==> src/rtl/contrast_gain_ctrl_if.sv <==
`default_nettype none
// ============================================================================
// Module      : contrast_gain_ctrl_if
// Description : Pixel-stream, control and gain signals between the frame
//               source and the contrast gain controller.
// Revision    : 1.0 - initial release
// ============================================================================
interface contrast_gain_ctrl_if;
   logic       frame_start;
   logic       frame_end;
   logic       pixel_valid;
   logic [7:0] point_data_in;
   logic       auto_en;
   logic [2:0] manual_value;
   logic       process_en;
   logic [2:0] mul_value;
   logic       image_process_start;
   logic       gain_update;
   logic [7:0] frame_peak;

   modport master (
      output frame_start, frame_end, pixel_valid, point_data_in,
             auto_en, manual_value, process_en,
      input  mul_value, image_process_start, gain_update, frame_peak
   );

   modport slave (
      input  frame_start, frame_end, pixel_valid, point_data_in,
             auto_en, manual_value, process_en,
      output mul_value, image_process_start, gain_update, frame_peak
   );
endinterface
`default_nettype wire

==> src/rtl/contrast_gain_ctrl.sv <==
`default_nettype none
// ============================================================================
// Module      : contrast_gain_ctrl
// Description : Per-frame peak tracker that picks the largest non-clipping
//               gain code for the downstream point contrast stage.
// Revision    : 1.0 - initial release
// ============================================================================
module contrast_gain_ctrl #(
   parameter int GAIN_MAX   = 7,
   parameter int GAIN_MIN   = 4,
   parameter int CLIP_LIMIT = 1023
) (
   input logic                 clk,
   input logic                 rst,
   contrast_gain_ctrl_if.slave bus
);

   localparam logic [2:0]  c_gain_max   = 3'(GAIN_MAX);
   localparam logic [2:0]  c_gain_min   = 3'(GAIN_MIN);
   localparam logic [10:0] c_clip_limit = 11'(CLIP_LIMIT);

   typedef enum logic [1:0] {
      S_IDLE   = 2'd0,
      S_CALC   = 2'd1,
      S_UPDATE = 2'd2
   } state_t;

   state_t      r_state;
   state_t      w_state_next;

   logic        r_in_frame;
   logic [7:0]  r_acc;
   logic        r_pixel_seen;
   logic [7:0]  r_calc_peak;
   logic [2:0]  r_cand;
   logic [2:0]  r_mul_value;
   logic        r_gain_update;
   logic        r_image_process_start;
   logic [7:0]  r_frame_peak;

   logic [7:0]  w_peak_now;
   logic        w_frame_close;
   logic        w_start_calc;
   logic [10:0] w_product;
   logic        w_fits;
   logic        w_calc_done;

   // Peak including a pixel that arrives on the frame_end cycle itself.
   assign w_peak_now    = (bus.pixel_valid && (bus.point_data_in > r_acc)) ?
                          bus.point_data_in : r_acc;
   assign w_frame_close = bus.frame_end && r_in_frame;
   assign w_start_calc  = w_frame_close && (r_pixel_seen || bus.pixel_valid) &&
                          (r_state == S_IDLE);
   assign w_product     = {3'b000, r_calc_peak} * {8'h00, r_cand};
   assign w_fits        = (w_product <= c_clip_limit);

   always_ff @(posedge clk) begin
      if (rst) begin
         r_state <= S_IDLE;
      end else begin
         r_state <= w_state_next;
      end
   end

   always_comb begin
      w_state_next = r_state;
      w_calc_done  = 1'b0;
      case (r_state)
         S_IDLE: begin
            if (w_start_calc) begin
               w_state_next = S_CALC;
            end
         end
         S_CALC: begin
            if (w_fits || (r_cand == c_gain_min)) begin
               w_calc_done  = 1'b1;
               w_state_next = S_UPDATE;
            end
         end
         S_UPDATE: begin
            w_state_next = S_IDLE;
         end
         default: begin
            w_state_next = S_IDLE;
         end
      endcase
   end

   always_ff @(posedge clk) begin
      if (rst) begin
         r_in_frame            <= 1'b0;
         r_acc                 <= 8'd0;
         r_pixel_seen          <= 1'b0;
         r_calc_peak           <= 8'd0;
         r_cand                <= c_gain_max;
         r_mul_value           <= c_gain_min;
         r_gain_update         <= 1'b0;
         r_image_process_start <= 1'b0;
         r_frame_peak          <= 8'd0;
      end else begin
         if (w_frame_close) begin
            r_frame_peak <= w_peak_now;
            r_in_frame   <= 1'b0;
         end
         if (w_start_calc) begin
            r_calc_peak <= w_peak_now;
         end

         // A coincident frame_start opens the next frame after the old one closes.
         if (bus.frame_start) begin
            r_in_frame   <= 1'b1;
            r_acc        <= bus.pixel_valid ? bus.point_data_in : 8'd0;
            r_pixel_seen <= bus.pixel_valid;
         end else if (r_in_frame && bus.pixel_valid) begin
            r_acc        <= w_peak_now;
            r_pixel_seen <= 1'b1;
         end

         if (w_start_calc) begin
            r_cand <= c_gain_max;
         end else if ((r_state == S_CALC) && !w_calc_done) begin
            r_cand <= r_cand - 3'd1;
         end

         if (!bus.auto_en) begin
            r_mul_value <= bus.manual_value;
         end else if (w_calc_done) begin
            r_mul_value <= r_cand;
         end
         r_gain_update         <= w_calc_done && bus.auto_en;
         r_image_process_start <= bus.process_en;
      end
   end

   assign bus.mul_value           = r_mul_value;
   assign bus.gain_update         = r_gain_update;
   assign bus.image_process_start = r_image_process_start;
   assign bus.frame_peak          = r_frame_peak;

endmodule
`default_nettype wire

==> src/flat_wrapper.sv <==
// flat-port wrapper written by rule: the top's interface ports become plain ports
module contrast_gain_ctrl_flat 
#(
   parameter int GAIN_MAX   = 7,
   parameter int GAIN_MIN   = 4,
   parameter int CLIP_LIMIT = 1023
)
  (clk, rst, bus_frame_start, bus_frame_end, bus_pixel_valid, bus_point_data_in, bus_auto_en, bus_manual_value, bus_process_en, bus_mul_value, bus_image_process_start, bus_gain_update, bus_frame_peak);
  contrast_gain_ctrl_if bus_i ();
  input logic clk;
  input logic rst;
  input wire logic [$bits(bus_i.frame_start)-1:0] bus_frame_start;
  input wire logic [$bits(bus_i.frame_end)-1:0] bus_frame_end;
  input wire logic [$bits(bus_i.pixel_valid)-1:0] bus_pixel_valid;
  input wire logic [$bits(bus_i.point_data_in)-1:0] bus_point_data_in;
  input wire logic [$bits(bus_i.auto_en)-1:0] bus_auto_en;
  input wire logic [$bits(bus_i.manual_value)-1:0] bus_manual_value;
  input wire logic [$bits(bus_i.process_en)-1:0] bus_process_en;
  output wire logic [$bits(bus_i.mul_value)-1:0] bus_mul_value;
  output wire logic [$bits(bus_i.image_process_start)-1:0] bus_image_process_start;
  output wire logic [$bits(bus_i.gain_update)-1:0] bus_gain_update;
  output wire logic [$bits(bus_i.frame_peak)-1:0] bus_frame_peak;
  assign bus_i.frame_start = bus_frame_start;
  assign bus_i.frame_end = bus_frame_end;
  assign bus_i.pixel_valid = bus_pixel_valid;
  assign bus_i.point_data_in = bus_point_data_in;
  assign bus_i.auto_en = bus_auto_en;
  assign bus_i.manual_value = bus_manual_value;
  assign bus_i.process_en = bus_process_en;
  assign bus_mul_value = bus_i.mul_value;
  assign bus_image_process_start = bus_i.image_process_start;
  assign bus_gain_update = bus_i.gain_update;
  assign bus_frame_peak = bus_i.frame_peak;
  contrast_gain_ctrl #(.GAIN_MAX(GAIN_MAX), .GAIN_MIN(GAIN_MIN), .CLIP_LIMIT(CLIP_LIMIT)) u_core (.clk(clk), .rst(rst), .bus(bus_i));
endmodule
==> config.mk <==
export PLATFORM = sky130hd
export DESIGN_NAME = contrast_gain_ctrl_flat
export DESIGN_NICKNAME = d
export VERILOG_FILES = /design/src/rtl/contrast_gain_ctrl_if.sv /design/src/rtl/contrast_gain_ctrl.sv /design/src/flat_wrapper.sv
export SDC_FILE = /design/constraint.sdc
export NUM_CORES = 1
export LEC_CHECK = 0
export CORE_MARGIN = 2
export CORE_UTILIZATION = 48
export CTS_BUF_LIST = sky130_fd_sc_hd__clkbuf_4
export DETAILED_ROUTE_END_ITERATION = 16
export GPL_ROUTABILITY_DRIVEN = 0
export PLACE_DENSITY = 0.82
export SLEW_MARGIN = 0
export SYNTH_ARGS = -nofsm -noshare
export SYNTH_HDL_FRONTEND = slang
export SYNTH_SLANG_ARGS = --single-unit
export TNS_END_PERCENT = 100
==> constraint.sdc <==
create_clock -name clk -period 5.7 [get_ports clk]
set_clock_uncertainty 0.1 [all_clocks]
set_input_delay 0.855 -clock clk [delete_from_list [all_inputs] [get_ports clk]]
set_output_delay 0.855 -clock clk [all_outputs]
set_load 0.01 [all_outputs]
Word level (Yosys, flattened, before mapping):

Index checks and enable logic that the tools add are counted.

* register bits after elaboration: 36
* input port bits: 18
* word-level logic and storage cells: 49

* add/sub/neg operators: 1
* multiply operators: 1
* $lt $le $gt $ge: 2
* equality and inequality tests: 5
* muxes and demuxes: 15
* reduce and logical (&&, ||, !) cells: 15

Operators by type and width (count)
* $mux 8: 4
* $le 11x10->1 const B: 1
* $mul 8x3->11: 1
* $gt 8x8->1: 1
* $logic_and 1x1->1: 7
* $mux 1: 6
* $mux 3: 2
* $ne 2x1->1 const B: 3
* $mux 2: 2
* $pmux 2 s2: 1
* $reduce_bool 2->1: 2
* $eq 3x3->1 const B: 1
* $sub 3x1->3 const B: 1
* $eq 2x1->1 const B: 1
* $logic_not 2->1: 1
* $logic_or 1x1->1: 2
* $reduce_and 2->1: 1
* $reduce_or 2->1: 1
* $logic_not 1->1: 1

Longest topological paths before layout:

Gate-level depths: netlist of run 1.

* depth after elaboration: 7
* mapped depth: 11
* depth with buffers taken out: 10

Worst setup path after synthesis of run 1:

No wires, ideal clock.

* path type: flip-flop to flip-flop
* from: register u_core.r_cand[2]
* to: register u_core.r_mul_value[2], in the netlist u_core.bus.mul_value[2]
* data arrival time: 2.778 ns
* data required time: 5.473 ns
* setup slack: 2.694 ns
* stages on the path, launching flop included: 12
* path buffers: 1
* period minus slack after synthesis: 3.006 ns
* path through: dfxtp_1 clkbuf_1 nand2_1 fa_1 inv_1 ha_1 fa_1 a211oi_1 o211ai_1 a21boi_2 nor4bb_1 nor3_1

* longest elaborated chain between the ends: 6

Ends and longest elaborated chain
* start: declaration: RTL line contrast_gain_ctrl.sv:35 `logic [2:0] r_cand;`
* start signal: assignment: RTL line contrast_gain_ctrl.sv:95 `r_cand <= c_gain_max;`
* start signal: assignment: RTL line contrast_gain_ctrl.sv:120 `r_cand <= c_gain_max;`
* start signal: assignment: RTL line contrast_gain_ctrl.sv:122 `r_cand <= r_cand - 3'd1;`
* $mul 8x3->11: RTL line contrast_gain_ctrl.sv:54 `assign w_product = {3'b000, r_calc_peak} * {8'h00, r_cand};`
* $le 11x10->1: RTL line contrast_gain_ctrl.sv:55 `assign w_fits = (w_product <= c_clip_limit);`
* $logic_or 1x1->1: RTL line contrast_gain_ctrl.sv:75 `if (w_fits || (r_cand == c_gain_min)) begin`
* $mux 1: RTL line contrast_gain_ctrl.sv:75
* $mux 1: RTL line contrast_gain_ctrl.sv:68 `case (r_state)`
* $ne 2x1->1 (no source line)
* end signal: assignment: RTL line contrast_gain_ctrl.sv:96 `r_mul_value <= c_gain_min;`
* end signal: assignment: RTL line contrast_gain_ctrl.sv:126 `r_mul_value <= bus.manual_value;`
* end signal: assignment: RTL line contrast_gain_ctrl.sv:128 `r_mul_value <= r_cand;`
* end: declaration: RTL line contrast_gain_ctrl.sv:36 `logic [2:0] r_mul_value;`

Parallel ways exist; a longest one is shown, timed or not. The select of a mux whose other input is x is not followed.
A chain may end at the register's enable or synchronous reset.

Final worst setup path of run 1:

* from: input port bus_point_data_in[5]
* to: register u_core.r_frame_peak[2], in the netlist u_core.bus.frame_peak[2]

* longest elaborated chain between the ends: 3

Ends and longest elaborated chain
* start: declaration: RTL line flat_wrapper.sv:15 `input wire logic [$bits(bus_i.point_data_in)-1:0] bus_point_data_in;`
* $gt 8x8->1: RTL line contrast_gain_ctrl.sv:49 `assign w_peak_now = (bus.pixel_valid && (bus.point_data_in > r_acc)) ?`
* $logic_and 1x1->1: RTL line contrast_gain_ctrl.sv:49
* $mux 8: RTL line contrast_gain_ctrl.sv:49
* end signal: assignment: RTL line contrast_gain_ctrl.sv:102 `r_frame_peak <= w_peak_now;`
* end: declaration: RTL line contrast_gain_ctrl.sv:39 `logic [7:0] r_frame_peak;`

Every way passes these cells.

==> results of run 1 <==
## worst register-to-register path, cell delays in order, from the launching register on
cell and delay (ps):
dfxtp_1 550, nand2_1 140, fa_1 540, inv_1 40, ha_1 190, fa_1 360
a211oi_1 270, o211ai_1 240, a21boi_2 310, nor4bb_1 310, nor3_1 80
## power groups by stage
| stage | Clock (mW) | Sequential (mW) | Combinational (mW) |
|---|---|---|---|
| floorplan | 0 | 0.282 | 0.0700 |
| global placement | 0 | 0.282 | 0.109 |
| detailed placement | 0 | 0.283 | 0.112 |
| CTS | 0.136 | 0.277 | 0.113 |
| global route | 0.148 | 0.280 | 0.129 |
| finish | 0.133 | 0.277 | 0.113 |
## through the flow
step | power [mW] | utilization, %
2_1_floorplan | 0.352 | -
3_3_place_gp | 0.391 | 56.7
3_5_place_dp | 0.394 | 56.7
4_1_cts | 0.527 | 57.7
5_1_grt | 0.556 | 57.7
6_report | 0.523 | 57.7
## registers in the layout (all words and copies together) (netlist names)
signal                          flops
u_core.r_pixel_seen                 1
u_core.r_state                      2
u_core.r_acc                        8
u_core.r_in_frame                   1
u_core.r_calc_peak                  8
u_core.r_cand                       3
u_core.bus.frame_peak               8
u_core.bus.image_process_start      1
u_core.bus.mul_value                3
u_core.bus.gain_update              1
## layout by cell type (no fill, tap or decap), types with 8 or more instances in the layout
cell type	count
nor3_1	10
nand2_1	51
inv_1	25
a2111oi_0	8
o221ai_1	8
clkdlybuf4s50_1	30
o211ai_1	19
dfxtp_1	36
a21oi_1	14
nor2_1	31
nand3_1	17
ha_1	19
## worst max path at each step
stage	to	slack, ps	cells after the start
detailed placement	u_core.bus.frame_peak[5]$_SDFFE_PP0P_	2070	8
global placement	u_core.bus.frame_peak[2]$_SDFFE_PP0P_	2190	8
floorplan	u_core.bus.mul_value[2]$_SDFFE_PP1P_	2690	11
global route	u_core.bus.frame_peak[5]$_SDFFE_PP0P_	2080	8
CTS	u_core.bus.frame_peak[3]$_SDFFE_PP0P_	2430	8
finish	u_core.bus.frame_peak[2]$_SDFFE_PP0P_	2350	8
## layer usage
metal | GRT usage [%] | wire length [um] | vias up
met4 | 8.13 | 78 | 0
met5 | 0 | 0 | -
met1 | 27.2 | 2340 | 1005
met2 | 32.6 | 2340 | 63
met3 | 3.93 | 272 | 8
li1 | - | - | 1095
## area by class of cell
type	count	area, um^2
flip-flops and latches	36	721
clock inverters	1	5.00
multi-input cells	223	1480
well taps	67	83.8
inverters	25	93.8
clock buffers	6	45.0
fillers	448	2010
repair buffers	32	315
## cell families (layout without fill, tap and decap cells)
logic type,after synthesis,after routing,synth area share [%]
adders and majority gates,26,26,15.8
and+or+nand+nor,131,131,25.4
AOI/OAI and AO/OA,62,62,19.2
buffers and inverters,44,64,7.71
xor gates and xnor gates,2,2,0.735
DFF,36,36,30.2
muxes,2,2,0.839
==> metrics, run 1 <==
status=finished, final reports clean; unrepaired setup endpoints after global routing=no; post-route clock period utilization=between 50% and 60%; Syn. warnings=0; worst hold margin=a little under 400 ps; Post-Place Cell Area=~2700 um^2; type of the worst min-delay path=register to register; Hold Crit Endpoint=u_core.r_pixel_seen$_SDFFE_PP0P_; # placed instances=about 380; main flop type after synthesis=dfxtp_1; vias=2171; actual slew at the worst max-slew pin=around 1000 ps; reg2reg setup slack=between 2000 and 2500 ps; reg2reg path depth=10; remaining global-route overflow=0; first-pass GRT wire length=roughly 8900 um; most common cell in the synthesized netlist=nand2_1; Setup crit end kind=register; Root Buffer=clkbuf_4; critical path class=primary input to register; Final WS setup=~2300 ps; Critical Path RT=just under 6000 ps; P_int=0.363 mW; Cells after Synth=around 300; Yosys top cell by area=dfxtp_1; max-slew violation count=0; Non-Filler Instances=390; Largest stage delay, worst path=approximately 530 ps; clock period minus worst slack=approximately 3400 ps; post-route ant nets=0; ys async rst share=0%; number of global-route vias before repair=roughly 2000; Die Width=around 74 um; most frequent cell on the critical path=o211ai_1; switch share=~31%; final instance area=between 2000 and 3000 um^2; clock slew at reported path FFs=110 ps; initial antenna violation count=0; Initial Util=about half; delay-heaviest family, CP=compound AO/OA/AOI/OAI gates; Mapped Area=2380 um^2; NetSw=~0.16 mW; P&R area growth vs syn=15.1%; Fmax achieved=about 0.3 GHz; HPWL Detailed=3640 um; post-CTS setup buffers=0; Mean Syn Cell Area=around 7.9 um^2; pwr dens=around 190 nW/um^2; Die Ht=74.5 um; Setup crit start kind=primary input; largest net degree at the start of global routing=just over 40; net count after synthesis=about 350; # DRC=0; reg2reg start=u_core.r_cand[2]$_SDFFE_PP1P_; initial drt markers=100; # rows=25; wire per inst=between 10 and 15 um; Clock Latency Late Sink=340 ps; VDD IR max=between 0.15 and 0.2 mV; top-level port count=31; Port Buffers=30; most frequent cells after synthesis=51 x nand2_1, 36 x dfxtp_1, 31 x nor2_1, 25 x inv_1; total CTS buffers=5; Ant. Diodes=0; Die Area=roughly 5500 um^2; Comb power frac=21.6%; GRT Total Usage=about a fifth; Longest Clk Path Bufs=2; final hold vios=0; max_cap viols=0; Via density=approximately 5.6; Slew HR=about 32%; EDFF count, synth=0; CTS resizes=0; Hold Path Stages=2; slowest stage cell on the critical path=o211ai_1; post-place setup slack=between 2000 and 2500 ps; Final setup viols=0; clock share of power=25.4%; Critical Path Start=bus_point_data_in[5]; worst-path maximum fanout=40; TritonCTS clock tree=built; Sink Count=36; Hold-fix buffers, CTS=0; total core area=between 4000 and 5000 um^2; share of layout cells above drive strength 1=under 10%; #FFs+latches synth=36; Worst EP arrival=3470 ps; Routed Wire Length=around 5000 um; Reg power frac=a little over half; Nets=roughly 370; post-synthesis sequential area ratio=a little under a third; leakage=roughly 1.1 nW; H-tree Lvls=2; largest cells by area after synthesis=dfxtp_1 30%, ha_1 10%, nand2_1 8.0%, o211ai_1 6.0%, fa_1 5.9%; Yosys cell types=36; CP cell instances=clkdlybuf4s50_1 > ha_1 > a21oi_1 > o211ai_1 > o211ai_1 > buf_4 > nor3_1 > a2111oi_0; Sum Neg Setup Slack=0 ps; worst hold start=u_core.r_pixel_seen$_SDFFE_PP0P_; Yosys top cell area share=30.2%; reg2reg end=u_core.bus.mul_value[2]$_SDFFE_PP1P_; count of buffer and inverter cells on the critical path=2; DR pass1 iterations=4
No activity file was read; power rests on OpenSTA's default activity.
==> run 2: changes to the inputs <==
==> constraint.sdc (replaced) <==
create_clock -name clk -period 3.1 [get_ports clk]
set_clock_uncertainty 0.1 [all_clocks]
set_input_delay 0.465 -clock clk [delete_from_list [all_inputs] [get_ports clk]]
set_output_delay 0.465 -clock clk [all_outputs]
set_load 0.01 [all_outputs]
==> metrics, run 2 (synthesized netlist as in run 1, its figures left out) <==
status=finished, final reports clean; share of layout cells above drive strength 1=6.69%; Largest stage delay, worst path=a little over 500 ps; Slew HR=between 30% and 40%; # rows=25; Fmax achieved=about 0.35 GHz; most frequent cell on the critical path=fa_1; post-route ant nets=0; final core area utilization=between 50% and 60%; final hold vios=0; Port Buffers=30; wl on met1=approximately 2300 um; total CTS buffers=5; Filler Cell Count=roughly 440; Die Ht=~74 um; Power Total=roughly 0.96 mW; # DRC=0; actual slew at the worst max-slew pin=just over 1000 ps; Die Width=~74 um; max-slew violation count=0; type of the worst min-delay path=register to register; Hold-fix buffers, CTS=0; Top Layer Used=met4; final instance area=2800 um^2; pwr dens=approximately 340 nW/um^2; DR pass1 iterations=4; Root Buffer=clkbuf_4; P&R area growth vs syn=17.2%; Worst EP arrival=just over 3000 ps; met2 wire len=2440 um; CP cell instances=nand2_1 > fa_1 > inv_1 > ha_1 > fa_1 > a211oi_1 > o211ai_1 > a21boi_2 > nor4bb_2 > nor3_1; Sink Count=36; largest net degree at the start of global routing=30; Ant. Diodes=0; leakage=1.13 nW; most frequent cells in the layout=51 x nand2_1, 36 x dfxtp_1, 31 x nor2_1; H-tree Lvls=2; post-route clock period utilization=a little over 90%; Setup crit end kind=register; Post-Place Cell Area=about 2700 um^2; TritonCTS clock tree=built; number of global-route vias before repair=just over 2000; HPWL Detailed=3850 um; Setup crit start kind=register; commonest non-fill, non-tap cell in the layout=nand2_1; metal3 WL=186 um; slowest stage cell on the critical path=fa_1; first-pass GRT wire length=roughly 9000 um; initial drt markers=90; Routed Wire Length=between 4000 and 5000 um; max_cap viols=0; Via density=around 5.5; clock slew at reported path FFs=around 100 ps; Final setup viols=0; count of buffer and inverter cells on the critical path=1; Nets=373; Critical Path RT=3220 ps; initial antenna violation count=0; GRT Total Usage=approximately a fifth; Die Area=roughly 5500 um^2; Final WS setup=slightly above 200 ps; Clock Latency Late Sink=roughly 330 ps; clock period minus worst slack=just under 3000 ps; wire per inst=about 12 um; VDD IR max=between 0.2 and 0.3 mV; unrepaired setup endpoints after global routing=no; top-level port count=31; worst-path maximum fanout=5; Sum Neg Setup Slack=0 ps; critical path class=register to register; post-place setup slack=roughly 180 ps; remaining global-route overflow=0; Longest Clk Path Bufs=2; total core area=4750 um^2; delay-heaviest family, CP=adder cells; vias=roughly 2200; Initial Util=roughly half
==> run 2: cell count changes in the layout (fill, tap and decap cells not counted), sizes merged <==
cell,before,now
buf,2,8
==> run 2: per-layer routing <==
layer | global-route usage (%) | up-vias
met2 | 34.1 | 43
met3 | 3.79 | 6
met4 | 6.94 | 0
met5 | 0 | -
met1 | 25.4 | 1007
li1 | - | 1108
==> run 2: path summary, 6_finish.rpt <==
check | startpoint | end | slack, ps | depth (start not counted)
max | u_core.r_cand[1]$_SDFFE_PP1P_ | u_core.bus.mul_value[2]$_SDFFE_PP1P_ | 210 | 10
min | u_core.r_pixel_seen$_SDFFE_PP0P_ | u_core.r_pixel_seen$_SDFFE_PP0P_ | 380 | 2
max reg2reg | u_core.r_cand[1]$_SDFFE_PP1P_ | u_core.bus.mul_value[2]$_SDFFE_PP1P_ | 210 | 10
min reg2reg | u_core.r_pixel_seen$_SDFFE_PP0P_ | u_core.r_pixel_seen$_SDFFE_PP0P_ | 380 | 2
==> run 2: what timing repair did <==
| action | 4_1_cts | 5_1_grt |
|---|---|---|
| hold endpoints to repair | 0 | 0 |
| setup endpoints to repair | 0 | 1 |
| resized for setup | 0 | 1 |
| buffers inserted | 0 | 1 |
==> run 2: power by group <==
part / switching (mW) / internal (mW)
Clock: 0.145 / 0.0923
Combinational: 0.118 / 0.0908
Sequential: 0.0232 / 0.486
==> run 2: cell type report <==
type / instances / area [um^2] / share of cell area (%)
Clock inverter: 1 / 5.00 / 0.179
Multi-Input combinational cell: 223 / 1490 / 53.2
Timing Repair Buffer: 38 / 360 / 12.9
Inverter: 25 / 93.8 / 3.36
Sequential cell: 36 / 721 / 25.8
Clock buffer: 6 / 45.0 / 1.61
Tap cell: 67 / 83.8 / 3.00
==> run 2: stage by stage <==
step / hold WS (ps) / std cells
5_1_grt: 418 / 396
4_1_cts: 382 / 395
3_5_place_dp: 365 / 388
3_3_place_gp: 360 / 388
2_1_floorplan: 350 / 303
6_report: 380 / 396
==> run 2: worst min-delay path, cell delays in order, from the launching register on <==
cell,delay (ps)
dfxtp_1,320
nand2b_1,60
a21oi_1,60
==> run 3: changes to the inputs <==
--- a/config.mk
+++ b/config.mk
@@ -10,6 +10,7 @@
 export CTS_BUF_LIST = sky130_fd_sc_hd__clkbuf_4
 export DETAILED_ROUTE_END_ITERATION = 16
 export GPL_ROUTABILITY_DRIVEN = 0
+export HOLD_SLACK_MARGIN = 0.12
 export PLACE_DENSITY = 0.82
 export SLEW_MARGIN = 0
 export SYNTH_ARGS = -nofsm -noshare
==> results of run 3 <==
Same layout as run 2: the final DEF is identical, and so are final timing and power.
